`src/rtl/multicycle_control.sv`:
```
// Multicycle CPU control unit: FETCH/DECODE/EXEC/MEM/WB sequencer with
// sticky illegal-opcode and memory-timeout error flags.
module multicycle_control #(
    parameter int unsigned     OPW         = 5,
    parameter int unsigned     FNW         = 5,
    parameter logic [OPW-1:0]  HALT_OP     = '1,
    parameter int unsigned     MEM_TIMEOUT = 16
) (
    input  logic           clk,
    input  logic           rst,
    input  logic           run,
    input  logic [OPW-1:0] opcode,
    input  logic [FNW-1:0] funccode,
    input  logic           mem_ready,
    output logic           pc_write,
    output logic           ir_write,
    output logic           iord,
    output logic           mem_read,
    output logic           mem_write,
    output logic           mem_to_reg,
    output logic           reg_write,
    output logic           br_link,
    output logic           alu_frc,
    output logic [1:0]     alu_src,
    output logic [1:0]     alu_op,
    output logic [2:0]     branch,
    output logic [2:0]     state,
    output logic           instr_done,
    output logic           illegal,
    output logic           bus_err
);

    localparam int unsigned CW = (MEM_TIMEOUT > 0) ? $clog2(MEM_TIMEOUT + 1) : 1;
    // Counter value on the last wait cycle that may still complete normally
    localparam logic [CW-1:0] TO_LAST = (MEM_TIMEOUT > 0) ? CW'(MEM_TIMEOUT - 1) : '0;

    localparam logic [OPW-1:0] OP_R   = OPW'(0);
    localparam logic [OPW-1:0] OP_I   = OPW'(1);
    localparam logic [OPW-1:0] OP_LS  = OPW'(2);
    localparam logic [OPW-1:0] OP_BR1 = OPW'(3);
    localparam logic [OPW-1:0] OP_BR2 = OPW'(4);
    localparam logic [OPW-1:0] OP_BR3 = OPW'(5);

    typedef enum logic [2:0] {
        S_IDLE   = 3'd0,
        S_FETCH  = 3'd1,
        S_DECODE = 3'd2,
        S_EXEC   = 3'd3,
        S_MEM    = 3'd4,
        S_WB     = 3'd5,
        S_HALT   = 3'd6,
        S_BAD    = 3'd7
    } state_t;

    state_t         state_q, state_d;
    logic [OPW-1:0] op_q;
    logic [FNW-1:0] fn_q;
    logic [CW-1:0]  cnt_q;
    logic           illegal_q, bus_err_q;
    logic           set_illegal;
    logic           waiting, timeout, link, r_src2;
    state_t         done_next;

    assign waiting   = ((state_q == S_FETCH) || (state_q == S_MEM)) && !mem_ready;
    assign timeout   = (MEM_TIMEOUT != 0) && waiting && (cnt_q == TO_LAST);
    assign link      = (op_q == OP_BR2) && (fn_q[2:0] == 3'b001);
    assign r_src2    = (fn_q == FNW'(4)) || (fn_q == FNW'(6)) || (fn_q == FNW'(8));
    assign done_next = run ? S_FETCH : S_IDLE;

    assign state   = state_q;
    assign illegal = illegal_q;
    assign bus_err = bus_err_q;

    // State, latched instruction fields, wait counter and sticky error flags
    always_ff @(posedge clk or negedge rst) begin
        if (!rst) begin
            state_q   <= S_IDLE;
            op_q      <= '0;
            fn_q      <= '0;
            cnt_q     <= '0;
            illegal_q <= 1'b0;
            bus_err_q <= 1'b0;
        end else begin
            state_q <= state_d;
            if (state_q == S_DECODE) begin
                op_q <= opcode;
                fn_q <= funccode;
            end
            // Cleared whenever not stalled in FETCH/MEM, so every entry starts at zero
            if (waiting && !timeout && (MEM_TIMEOUT != 0))
                cnt_q <= cnt_q + CW'(1);
            else
                cnt_q <= '0;
            if (set_illegal)
                illegal_q <= 1'b1;
            if (timeout)
                bus_err_q <= 1'b1;
        end
    end

    // Next-state and datapath control decode
    always_comb begin
        state_d     = state_q;
        set_illegal = 1'b0;
        pc_write    = 1'b0;
        ir_write    = 1'b0;
        iord        = 1'b0;
        mem_read    = 1'b0;
        mem_write   = 1'b0;
        mem_to_reg  = 1'b0;
        reg_write   = 1'b0;
        br_link     = 1'b0;
        alu_frc     = 1'b0;
        alu_src     = 2'b00;
        alu_op      = 2'b00;
        branch      = 3'b000;
        instr_done  = 1'b0;
        case (state_q)
            S_IDLE: begin
                if (run)
                    state_d = S_FETCH;
            end
            S_FETCH: begin
                mem_read = 1'b1;
                if (mem_ready) begin
                    ir_write = 1'b1;
                    pc_write = 1'b1;
                    state_d  = S_DECODE;
                end else if (timeout) begin
                    state_d = S_HALT;
                end
            end
            S_DECODE: begin
                if (opcode == HALT_OP) begin
                    state_d = S_HALT;
                end else if (opcode <= OP_BR3) begin
                    state_d = S_EXEC;
                end else begin
                    set_illegal = 1'b1;
                    state_d     = S_FETCH;
                end
            end
            S_EXEC: begin
                case (op_q)
                    OP_R: begin
                        alu_op  = 2'b01;
                        alu_src = r_src2 ? 2'b10 : 2'b00;
                        state_d = S_WB;
                    end
                    OP_I: begin
                        alu_op  = 2'b10;
                        alu_src = 2'b01;
                        state_d = S_WB;
                    end
                    OP_LS: begin
                        alu_op  = 2'b11;
                        alu_src = 2'b01;
                        alu_frc = 1'b1;
                        state_d = S_MEM;
                    end
                    OP_BR1, OP_BR2, OP_BR3: begin
                        branch   = (op_q == OP_BR1) ? 3'b001 :
                                   (op_q == OP_BR2) ? 3'b010 : 3'b100;
                        pc_write = 1'b1;
                        if (link) begin
                            br_link = 1'b1;
                            state_d = S_WB;
                        end else begin
                            instr_done = 1'b1;
                            state_d    = done_next;
                        end
                    end
                    default: state_d = S_HALT;
                endcase
            end
            S_MEM: begin
                iord    = 1'b1;
                alu_frc = 1'b1;
                alu_op  = 2'b11;
                if (fn_q[0])
                    mem_write = 1'b1;
                else
                    mem_read = 1'b1;
                if (mem_ready) begin
                    if (fn_q[0]) begin
                        instr_done = 1'b1;
                        state_d    = done_next;
                    end else begin
                        state_d = S_WB;
                    end
                end else if (timeout) begin
                    state_d = S_HALT;
                end
            end
            S_WB: begin
                reg_write  = 1'b1;
                mem_to_reg = (op_q == OP_LS);
                br_link    = link;
                instr_done = 1'b1;
                state_d    = done_next;
            end
            S_HALT: state_d = S_HALT;
            default: state_d = S_HALT;
        endcase
    end

endmodule

```
`config.mk`:
```
export PLATFORM = sky130hd
export DESIGN_NAME = multicycle_control
export DESIGN_NICKNAME = d
export VERILOG_FILES = /design/src/rtl/multicycle_control.sv
export SDC_FILE = /design/constraint.sdc
export NUM_CORES = 1
export LEC_CHECK = 0
export ABC_AREA = 1
export CELL_PAD_IN_SITES_DETAIL_PLACEMENT = 1
export CELL_PAD_IN_SITES_GLOBAL_PLACEMENT = 2
export CORE_ASPECT_RATIO = 0.8
export CORE_MARGIN = 2
export CORE_UTILIZATION = 28
export DETAILED_ROUTE_END_ITERATION = 8
export GPL_ROUTABILITY_DRIVEN = 0
export GPL_TIMING_DRIVEN = 0
export PLACE_DENSITY = 0.91
export SYNTH_ARGS = -nofsm -noshare
export SYNTH_HDL_FRONTEND = slang
export SYNTH_SLANG_ARGS = --single-unit
```
`constraint.sdc`:
```
create_clock -name clk -period 4.2 [get_ports clk]
set_clock_uncertainty 0.05 [all_clocks]
set_input_delay 0.84 -clock clk [delete_from_list [all_inputs] [get_ports clk]]
set_output_delay 0.84 -clock clk [all_outputs]
set_load 0.01 [all_outputs]
```
# Word-level counts from Yosys, hierarchy flattened
# Cells that the tools add are included.
[op_classes]
add_sub_neg = 1
multipliers = 0
n_div = 0
order_cmp = 1
n_eq_ne = 17
n_shift = 0
muxes = 44
n_bitwise = 0
reduce_logical = 14
[op_table]
columns = ["op", "count"]
rows = [
  ["$mux W3", 11],
  ["$eq A5 B3 Y1 const B", 4],
  ["$mux W1", 19],
  ["$pmux W3 S6", 1],
  ["$eq A5 B2 Y1 const B", 2],
  ["$eq A5 B4 Y1 const B", 2],
  ["$pmux W3 S3", 1],
  ["$pmux W1 S2", 4],
  ["$pmux W2 S2", 2],
  ["$eq A3 B1 Y1 const B", 2],
  ["$eq A3 B2 Y1 const B", 2],
  ["$eq A3 B3 Y1 const B", 2],
  ["$mux W2", 3],
  ["$pmux W2 S3", 1],
  ["$add A5 B1 Y5 const B", 1],
  ["$eq A5 B1 Y1 const B", 1],
  ["$eq A5 B5 Y1 const B", 1],
  ["$le A5 B3 Y1 const B", 1],
  ["$logic_not A5 Y1", 1],
  ["$mux W5", 1],
  ["$logic_and A1 B1 Y1", 4],
  ["$reduce_or A2 Y1", 2],
  ["$logic_not A3 Y1", 1],
  ["$logic_or A1 B1 Y1", 3],
  ["4 further kinds", 5],
]
[totals]
regBits = 20
latch_bits = 0
ram_bits = 0
rom_bits = 0
inputBits = 14
output_inout_bits = 22
mem_count = 0

# Depth between registers and ports, before layout
[depth]
ltp_word = 7
depth_mapped = 9

# Worst setup path before layout
# No wires, ideal clock.
[synth_path]
path_type = "register to output"
startpoint = "register state_q[2] (netlist: state[2])"
endpoint = "output port alu_op[1]"
t_arrival_ns = 1.278
required_time_ns = 3.310
setup_slack_ns = 2.032
stages_incl_launch_ff = 7
path_buffers = 0
path_cell_list = "dfrtp_1 inv_2 nand3_2 inv_4 nand2_4 nor3_4 or2_1"
[synth_between]
elab_chain_cells = 2
elab_cells_between_ends = 3
classes_between = "eq/ne: 2; mux: 1"
[synth_lines]
columns = ["item", "line_no", "rtl"]
rows = [
  ["start: declaration", "55", "state_t state_q, state_d;"],
  ["start signal: assignment", "84", "state_q <= state_d;"],
  ["$eq A3 B3 Y1 / $eq A3 B2 Y1 (equally long branches)", "118", "case (state_q)"],
  ["$pmux W2 S2 *", "118", ""],
  ["end: declaration", "25", "output logic [1:0] alu_op,"],
]
# Mark *: on every way between the ends. The rest lies on a longest branch, timed or not.

# Worst setup path in the final report
[layout_path]
startpoint = "input port mem_ready"
endpoint = "output port instr_done"
[layout_between]
elab_chain_cells = 2
[layout_lines]
columns = ["item", "line_no", "rtl"]
rows = [
  ["start: declaration", "14", "input logic mem_ready,"],
  ["$mux W1", "184", "if (mem_ready) begin"],
  ["$pmux W1 S3", "118", ""],
  ["end: declaration", "28", "output logic instr_done,"],
]
# Every way passes these cells.

==> metrics <==
final standard cell utilization of the core=between 40% and 50%; number of buffers inserted to repair setup after CTS=0; least setup slack across all paths after layout=1.082 ns; number of standard cells after synthesis=between 150 and 200; Setup WS pre-CTS=about 1.1 ns; Resized cells post-CTS=0; # setup viols final=0; number of clock sinks=20; Avg Synthesized Cell Area=between 7 and 8 sq um; maximum clock frequency=roughly 320 MHz; number of primary I/O pins=36; Hold WS=0.4095 ns; Max transition margin=a little under two fifths; layout overhead on the synthesized area=37.83%; standard-cell row count=21; launch instance of the worst register-to-register path=op_q[0]$_DFFE_PN0P_; fraction of the yosys area taken by sequential cells=approximately 41%; met2 track demand over resource=~23%; global routing's busiest layer=met2; number of buffers on the longest clock path=2; CTS Buf Count=3; nets@finish=roughly 220; total negative slack for setup checks=0 ns; filler cell count=528; fraction of met3 tracks used by global routing=under 10%; H-tree depth=1; fin crit share=74.24%; # placed instances=~250; count of yosys warnings during synthesis=0; CP cell instances=clkdlybuf4s50_1 > nand2_1 > o221ai_1 > clkdlybuf4s50_1; root buffer cell=clkbuf_8; post-DR vias/cell=between 4 and 5; total track usage=between 10% and 20%; sequential cell fraction of total power=between 50 and 60%; most common cell type on the critical path=clkdlybuf4s50_1; type of the worst setup path=in2out; Slew Viols, Final=0; pin count of the biggest net entering global routing=21; switch share=between 20% and 30%; diodes inserted=0; part of the total power dissipated in the clock network=between 30% and 40%; total congestion overflow after global routing=0; delay of the slowest critical-path stage=roughly 0.58 ns; initial drt markers=38; Area contributors post-synth=dfrtp_1 (41%), nand2_1 (12%), nor2_1 (6.4%); time the final worst path needs with I/O delays and setup=3.118 ns; result of the run=complete, no violations; worst setup path startpoint=mem_ready; first-pass GRT wire length=5520 um; family of cells with the greatest summed delay on the critical path=buffers and inverters; ratio of cells with drive above 1 in the final layout=14.72%; synthesis-stage register bit count=20; Peak VDD IR=approximately 0.00012 V; GR met1 Demand/Resource=about a fifth; switching power total=0.00007034 W; final WL=slightly above 3000 um; leakage=0.7459 nW; startpoint type of the worst setup path=input port; critical path data required time=roughly 3.3 ns; post-synthesis instance area=around 1200 sq um; antenna violations before repair=0; number of global-route vias before repair=1202; max-cap violations=0; top cell type by total area after synthesis=dfrtp_1; routed len/inst=between 10 and 15 um; detailed placer's ending HPWL=approximately 2500 um; category of the worst setup path capture point=output pin; TritonCTS clock tree=done; standard cell core area=~4200 sq um; initial core utilization=between 20 and 30%; number of buffers inserted by port buffering=35; share of Yosys cell area claimed by the top area cell type=about two fifths; Slowest cell on crit path=clkdlybuf4s50_1; combinational group share of total power=6.8%; start point of the worst hold path=cnt_q[0]$_DFF_PN0_; arrival time at the worst endpoint=2.23 ns; final instance count without filler cells=254; transition time at the pin with the least slew margin=0.9228 ns; length of the first detailed-routing pass in iterations=4; number of routed nets with antenna violations=0; full die area=roughly 4900 sq um; drt drc=0; min-delay worst type=reg2reg; Post-CTS Hold Fix Bufs=0; Cell Int Power=about 0.00027 W; unrepaired setup endpoints after global routing=false; Final Hold Vio Count=0; power per cell area=~200 nW/um^2; Clk pin slew, worst setup/hold paths=approximately 0.07 ns; number of vias after detailed routing=between 1000 and 1500; number of buffer and inverter instances along the worst setup path=2; Clk Latency, worst-skew pair=0.25 ns; syn nets=around 180; vertical die dimension=~63 um; number of distinct standard cells referenced by the synthesized netlist=30; largest fanout of any net on the critical path=3; die extent in x=just under 80 um
## cell usage after synthesis
cell / number
inv_1: 18
dfrtp_1: 20
nor2_2: 4
a21oi_1: 3
buf_2: 1
o21a_1: 1
inv_4: 1
ha_1: 2
o31ai_1: 1
nand2_1: 39
nor2_1: 21
nand2_4: 3
o21ai_0: 8
nand2_2: 3
nand3_1: 8
nand4_1: 3
or2_1: 1
nand3_2: 2
nor4_2: 1
o21ai_1: 1
o221ai_1: 2
a21oi_2: 3
nor3b_2: 1
xor2_1: 1
inv_2: 5
nor3_4: 2
o22ai_1: 1
a31oi_1: 1
o21bai_1: 1
nor3b_1: 1
## final timing paths
check                                        to  slack (ns)  depth (start not counted)
setup / recovery                     instr_done        1.08                          4
hold / removal               cnt_q[0]$_DFF_PN0_        0.41                          1
setup reg to reg           state[0]$_DFFE_PN0P_        2.63                          7
hold reg to reg              cnt_q[0]$_DFF_PN0_        0.41                          1
max in group asynchronous  state[1]$_DFFE_PN0P_        2.49                          1
min in group asynchronous   fn_q[1]$_DFFE_PN0P_        1.05                          1
## metrics by stage
stage / total power [W] / instance area, sq um
2_1_floorplan: 0.0002012 / 1224
3_3_place_gp: 0.0002208 / 1645
3_5_place_dp: 0.0002208 / 1645
4_1_cts: 0.0003489 / 1687
5_1_grt: 0.0003610 / 1687
6_report: 0.0003403 / 1687
## routing by layer
metal | up-vias | share of wire, %
met5 | - | 0
met4 | 0 | 0.13
met3 | 2 | 4.1
met2 | 26 | 45
met1 | 538 | 51
li1 | 588 | -
## power by group through the flow
| stage | Combinational (W) | Sequential, W | Clock, W |
|---|---|---|---|
| 6_report | 0.0000232 | 0.000193 | 0.000124 |
| 5_1_grt | 0.0000258 | 0.000193 | 0.000142 |
| 4_1_cts | 0.0000239 | 0.000193 | 0.000132 |
| 3_5_place_dp | 0.0000237 | 0.000197 | 0 |
| 3_3_place_gp | 0.0000237 | 0.000197 | 0 |
| 2_1_floorplan | 0.00000382 | 0.000197 | 0 |
## sequential cells by signal, summed over array words and instances (netlist names)
signal	cells
state	3
cnt_q	5
bus_err	1
op_q	5
illegal	1
fn_q	5
## final cells by class
class | count | area, sq um | area share, %
Tap cell | 57 | 71.32 | 4.228
Clock buffer | 3 | 41.29 | 2.448
Timing Repair Buffer | 35 | 350.3 | 20.77
Multi-Input combinational cell | 114 | 625.6 | 37.09
Sequential cell | 20 | 500.5 | 29.67
Inverter | 24 | 92.59 | 5.490
Buffer | 1 | 5.005 | 0.2967
## cells by family (layout without fill, tap and decap cells)
logic type,count (synthesis),in the layout,synth area share (%)
AND/OR/NAND/NOR,89,89,37.01
adder cells (fa/ha/maj),2,2,2.045
flip-flops,20,20,40.90
AO/OA/AOI/OAI,22,22,11.35
buffers and inverters,25,63,7.975
XOR/XNOR,1,1,0.7159
## placed cells by master, fill, tap and decap left out, types with 4 or more instances in the layout
cell type and count:
nand2_1 39, clkdlybuf4s50_1 35, nor2_1 21, dfrtp_1 20, inv_1 18, nand3_1 8, o21ai_0 8, inv_2 5
nor2_2 4
Note: power is estimated with default switching activity, not from simulation.
